<file path="src/rtl/fir_controller.sv">
// Control FSM for the 4-tap FIR sample datapath: coefficient loading, per-sample
// shift/multiply/accumulate micro-op sequencing and a frame-done pulse.
module fir_controller (
    input  logic       clk,
    input  logic       rst,
    input  logic       dr,
    input  logic       lc,
    input  logic       overflow,
    input  logic       one_k_samples,
    output logic       cnt_up,
    output logic       clear,
    output logic       modwait,
    output logic [2:0] op,
    output logic [3:0] src1,
    output logic [3:0] src2,
    output logic [3:0] dest,
    output logic       err,
    output logic       frame_done
);

    localparam logic [4:0] S_IDLE  = 5'd0;
    localparam logic [4:0] S_STORE = 5'd1;
    localparam logic [4:0] S_SORT1 = 5'd2;
    localparam logic [4:0] S_SORT2 = 5'd3;
    localparam logic [4:0] S_SORT3 = 5'd4;
    localparam logic [4:0] S_SORT4 = 5'd5;
    localparam logic [4:0] S_MUL1  = 5'd6;
    localparam logic [4:0] S_CPY1  = 5'd7;
    localparam logic [4:0] S_MUL2  = 5'd8;
    localparam logic [4:0] S_SUB2  = 5'd9;
    localparam logic [4:0] S_MUL3  = 5'd10;
    localparam logic [4:0] S_ADD3  = 5'd11;
    localparam logic [4:0] S_MUL4  = 5'd12;
    localparam logic [4:0] S_SUB4  = 5'd13;
    localparam logic [4:0] S_LDF0  = 5'd14;
    localparam logic [4:0] S_WF1   = 5'd15;
    localparam logic [4:0] S_LDF1  = 5'd16;
    localparam logic [4:0] S_WF2   = 5'd17;
    localparam logic [4:0] S_LDF2  = 5'd18;
    localparam logic [4:0] S_WF3   = 5'd19;
    localparam logic [4:0] S_LDF3  = 5'd20;
    localparam logic [4:0] S_EIDLE = 5'd21;

    localparam logic [2:0] OP_NOP   = 3'd0;
    localparam logic [2:0] OP_COPY  = 3'd1;
    localparam logic [2:0] OP_LOADS = 3'd2;
    localparam logic [2:0] OP_LOADC = 3'd3;
    localparam logic [2:0] OP_ADD   = 3'd4;
    localparam logic [2:0] OP_SUB   = 3'd5;
    localparam logic [2:0] OP_MUL   = 3'd6;

    logic [4:0] state_q, state_d;
    logic       onek_q;
    logic       frame_done_q, frame_done_d;

    always_comb begin
        state_d = state_q;
        case (state_q)
            S_IDLE, S_EIDLE: begin
                if (dr)      state_d = S_STORE;
                else if (lc) state_d = S_LDF0;
            end
            S_STORE: state_d = dr ? S_SORT1 : S_EIDLE;
            S_SORT1: state_d = S_SORT2;
            S_SORT2: state_d = S_SORT3;
            S_SORT3: state_d = S_SORT4;
            S_SORT4: state_d = S_MUL1;
            S_MUL1:  state_d = S_CPY1;
            S_CPY1:  state_d = S_MUL2;
            S_MUL2:  state_d = S_SUB2;
            S_SUB2:  state_d = overflow ? S_EIDLE : S_MUL3;
            S_MUL3:  state_d = S_ADD3;
            S_ADD3:  state_d = overflow ? S_EIDLE : S_MUL4;
            S_MUL4:  state_d = S_SUB4;
            S_SUB4:  state_d = overflow ? S_EIDLE : S_IDLE;
            S_LDF0:  state_d = S_WF1;
            S_WF1:   if (lc) state_d = S_LDF1;
            S_LDF1:  state_d = S_WF2;
            S_WF2:   if (lc) state_d = S_LDF2;
            S_LDF2:  state_d = S_WF3;
            S_WF3:   if (lc) state_d = S_LDF3;
            S_LDF3:  state_d = S_IDLE;
            default: state_d = S_IDLE;
        endcase
    end

    // Moore decode: every datapath control field depends on the state alone.
    always_comb begin
        op      = OP_NOP;
        src1    = 4'd0;
        src2    = 4'd0;
        dest    = 4'd0;
        cnt_up  = 1'b0;
        clear   = 1'b0;
        modwait = 1'b0;
        err     = 1'b0;
        case (state_q)
            S_STORE: begin op = OP_LOADS; dest = 4'd5; cnt_up = 1'b1; modwait = 1'b1; end
            S_SORT1: begin op = OP_COPY; src1 = 4'd2; dest = 4'd1; modwait = 1'b1; end
            S_SORT2: begin op = OP_COPY; src1 = 4'd3; dest = 4'd2; modwait = 1'b1; end
            S_SORT3: begin op = OP_COPY; src1 = 4'd4; dest = 4'd3; modwait = 1'b1; end
            S_SORT4: begin op = OP_COPY; src1 = 4'd5; dest = 4'd4; modwait = 1'b1; end
            S_MUL1:  begin op = OP_MUL; src1 = 4'd1; src2 = 4'd6; dest = 4'd10; modwait = 1'b1; end
            S_CPY1:  begin op = OP_COPY; src1 = 4'd10; dest = 4'd0; modwait = 1'b1; end
            S_MUL2:  begin op = OP_MUL; src1 = 4'd2; src2 = 4'd7; dest = 4'd10; modwait = 1'b1; end
            S_SUB2:  begin op = OP_SUB; src1 = 4'd0; src2 = 4'd10; dest = 4'd0; modwait = 1'b1; end
            S_MUL3:  begin op = OP_MUL; src1 = 4'd3; src2 = 4'd8; dest = 4'd10; modwait = 1'b1; end
            S_ADD3:  begin op = OP_ADD; src1 = 4'd0; src2 = 4'd10; dest = 4'd0; modwait = 1'b1; end
            S_MUL4:  begin op = OP_MUL; src1 = 4'd4; src2 = 4'd9; dest = 4'd10; modwait = 1'b1; end
            S_SUB4:  begin op = OP_SUB; src1 = 4'd0; src2 = 4'd10; dest = 4'd0; modwait = 1'b1; end
            S_LDF0:  begin op = OP_LOADC; dest = 4'd6; clear = 1'b1; modwait = 1'b1; end
            S_LDF1:  begin op = OP_LOADC; dest = 4'd7; modwait = 1'b1; end
            S_LDF2:  begin op = OP_LOADC; dest = 4'd8; modwait = 1'b1; end
            S_LDF3:  begin op = OP_LOADC; dest = 4'd9; modwait = 1'b1; end
            S_EIDLE: err = 1'b1;
            default: ;
        endcase
    end

    assign frame_done_d = one_k_samples & ~onek_q;
    assign frame_done   = frame_done_q;

    always_ff @(posedge clk or posedge rst) begin
        if (rst) begin
            state_q      <= S_IDLE;
            onek_q       <= 1'b0;
            frame_done_q <= 1'b0;
        end else begin
            state_q      <= state_d;
            onek_q       <= one_k_samples;
            frame_done_q <= frame_done_d;
        end
    end

endmodule

</file>
<file path="config.mk">
export PLATFORM = sky130hd
export DESIGN_NAME = fir_controller
export DESIGN_NICKNAME = d
export VERILOG_FILES = /design/src/rtl/fir_controller.sv
export SDC_FILE = /design/constraint.sdc
export NUM_CORES = 1
export LEC_CHECK = 0
export ABC_AREA = 1
export BUFFER_PORTS_ARGS = -buffer_cell sky130_fd_sc_hd__buf_4
export CAP_MARGIN = 10
export CORE_MARGIN = 4
export CORE_UTILIZATION = 45
export CTS_CLUSTER_DIAMETER = 150
export DETAILED_ROUTE_END_ITERATION = 8
export HOLD_SLACK_MARGIN = 0.02
export PLACE_DENSITY = 0.71
export REMOVE_ABC_BUFFERS = 1
export SLEW_MARGIN = 15
export SYNTH_ARGS = -nofsm -noshare
export SYNTH_HDL_FRONTEND = slang
export SYNTH_SLANG_ARGS = --single-unit
</file>
<file path="constraint.sdc">
create_clock -name clk -period 3.2 [get_ports clk]
set_clock_uncertainty 0.1 [all_clocks]
set_input_delay 0.48 -clock clk [delete_from_list [all_inputs] [get_ports clk]]
set_output_delay 0.48 -clock clk [all_outputs]
set_load 0.05 [all_outputs]
</file>
==> key figures <==
Place
  • Post-DP HPWL: 2.10 mm
  • Cell total after placement: ~210
  • Final GP Congestion: slightly above 0.9
  • Worst Setup Slack post-DPL: 964 ps
  • Number of buffer cells added on primary ports: 25

Detailed routing
  • Detailed Routing Iterations Pass 1: 4
  • Wire length per cell after detailed routing: ~12 um
  • Sum of routed wire length over all layers: 2.47 mm
  • Routed vias: 1,074
  • Drt first-iter violations: 41
  • Number of vias per cell: 5.09
  • Remaining antenna violation count: 0
  • Residual DRC: 0

Timing
  • Max-slew headroom: 0.695
  • Finish-stage setup viols: 0
  • Pin slew with the least headroom to its limit: 457 ps
  • Unrepaired setup endpoints after global routing: no
  • Final clock period utilization by the worst path: 0.786
  • Top achievable clock speed: 0.397 GHz
  • Post-route worst setup slack: roughly 680 ps
  • Final min period: 2520 ps
  • Setup total negative slack: 0 ps
  • Max-slew violations: 0
  • Fin. Hold Viols: 0

Floorplan
  • Number of placement rows: 15
  • Area of the die: 2670 um2
  • Placeable core area: 1760 um2
  • Width of the die: slightly above 50 um
  • Top-level port count: 26
  • Starting Density: 0.486
  • Die Y: slightly above 50 um

Synth
  • Main flop type after synthesis: dfrtp_1
  • Syn Std Cell Area: 857 um2
  • Average cell area after synthesis: 5.42 um2
  • Cells taking the most area after synthesis: nand2_1 (21%), dfrtp_1 (20%), nand3_1 (13%), nor2_1 (12%), inv_1 (10%)
  • Count of mapped cells out of synthesis: 158
  • Number of synthesized flops with an enable pin: 0
  • Share of synthesized registers carrying an async set or reset: 1.00
  • Synth unique cells: 20
  • Portion of the post-synthesis area used by sequential elements: 0.204
  • Area leader, netlist: nand2_1
  • Commonest cells in the netlist: nand2_1 (47), nor2_1 (27), inv_1 (23), nand3_1 (23), dfrtp_1 (7)
  • Area fraction of the dominant cell type after synthesis: 0.206
  • Yosys warns: 0
  • Number of flip-flops and latches in the synthesized netlist: 7
  • Count leader, synth: nand2_1

Clocking
  • TritonCTS clock tree: yes
  • Clock root buffer: clkbuf_4
  • Cts-stage hold buffer count: 0
  • Number of buffers created by CTS: 3
  • H-Tree Depth: 1
  • Clk Latency, worst-skew pair: 240 ps
  • Clock-pin slew reported for the worst setup and hold paths after clock tree synthesis: 50 ps
  • CTS Sinks: 7
  • Post-cts sizing count: 0
  • Buffers from clock root to sink, at most: 2
  • Post CTS Setup Buffer Count: 0

Final layout
  • Number of inserted diodes: 0
  • Ratio of cells with drive above 1 in the final layout: 0.237
  • Area growth from synthesis to layout: 27.7%
  • Count of placed standard cells in the final layout, fillers left out: between 200 and 250
  • Net total in the final layout: 193

GRT
  • First-pass GRT wire length: 4.24 mm
  • Remaining global-route overflow: 0
  • Vias in the first global route: 1,008
  • GRT Util Overall: 0.204
  • Pin count of the biggest net entering global routing: 13
  • Antenna violations before repair: 0

Setup path
  • Category of cells accounting for the largest share of critical-path delay: simple AND/OR/NAND/NOR gates
  • CP max-delay cell: dfrtp_1
  • Setup crit end kind: output pin
  • WS Path Type: reg -> out
  • Required time of the worst setup path: roughly 2600 ps
  • Launching instance or port of the critical path: state_q[3]
  • Largest incremental delay on the critical path: 450 ps
  • Largest fanout on the critical path: 9
  • Critical Path Source Type: flip-flop
  • Crit Reg-Reg Startpoint: state_q[4]
  • Total buffers and inverters traversed by the critical path: 1
  • Reg-to-reg setup timing slack: 1410 ps
  • Critical Path, Cell by Cell: nor2_2 > nand3_1 > nor2_1 > nor2_1 > nand3_1 > nor2_1 > nand3_1 > buf_4
  • Data arrival time of the critical path: 1940 ps

Status
  • Result of the run: finished clean

Hold path
  • Worst min-delay path class: in -> async

Run
  • Max Cap Violations: 0
-- final timing paths --
check | end | depth (start not counted)
min in group clk | onek_q | 1
worst max register to register | state_q[0] | 7
max in group asynchronous | state_q[2] | 2
worst max-delay path | modwait | 8
worst min register to register | frame_done | 1
worst min-delay path | onek_q | 2
-- per-layer routing --
layer | vias to the layer above | global-route usage | wire [um]
li1 | 555 | - | -
met1 | 451 | 0.264 | 968
met2 | 66 | 0.362 | 1220
met3 | 2 | 0.0172 | 257
met4 | 0 | 0.0524 | 19
met5 | - | 0 | 0
-- cells by family (layout without fill, tap and decap cells) --
kind of cell           Yosys count  count (layout)  share of synthesized area
AO/OA/AOI/OAI                    7               7                     0.0438
flip-flops                       7               7                      0.204
buffers and inverters           28              56                      0.128
AND/OR/NAND/NOR                116             116                      0.623
-- state kept, by name, indices dropped and copies added, names as in the netlist --
name        count
onek_q          1
frame_done      1
state_q         5
-- through the flow --
stage / hold WS, ps / utilization / area (um2)
2_1_floorplan: 183 / - / 850
3_3_place_gp: 282 / 0.606 / 1070
3_5_place_dp: 320 / 0.606 / 1070
4_1_cts: 63.6 / 0.621 / 1090
5_1_grt: 71.7 / 0.621 / 1090
6_report: 61.8 / 0.621 / 1090
-- cell type report --
cell class                      count  area, um2
Fill cell                         216        669
Tap cell                           25       31.3
Sequential cell                     7        175
Clock buffer                        4       26.3
Inverter                           27        103
Multi-Input combinational cell    123        572
Timing Repair Buffer               25        188
-- cells in the final DEF (no fill, tap or decap) --
| master | Yosys | final |
|---|---|---|
| a21boi_1 | 1 | 1 |
| a21oi_1 | 2 | 2 |
| buf_4 | 1 | 25 |
| clkbuf_1 | 0 | 1 |
| clkbuf_4 | 0 | 3 |
| clkinv_2 | 1 | 1 |
| dfrtp_1 | 7 | 7 |
| inv_1 | 23 | 23 |
| inv_2 | 3 | 3 |
| nand2_1 | 47 | 47 |
| nand2_2 | 4 | 4 |
| nand2_4 | 1 | 1 |
| nand3_1 | 23 | 23 |
| nand3_2 | 2 | 2 |
| nand3b_1 | 1 | 1 |
| nand4_1 | 5 | 5 |
| nor2_1 | 27 | 27 |
| nor2_2 | 3 | 3 |
| nor2_4 | 2 | 2 |
| nor3_1 | 1 | 1 |
| o21ai_0 | 3 | 3 |
| o21ai_1 | 1 | 1 |
Power is left out: the tool's default activity adds up to more than one toggle a clock period on the data nets, which glitch-free logic cannot reach.
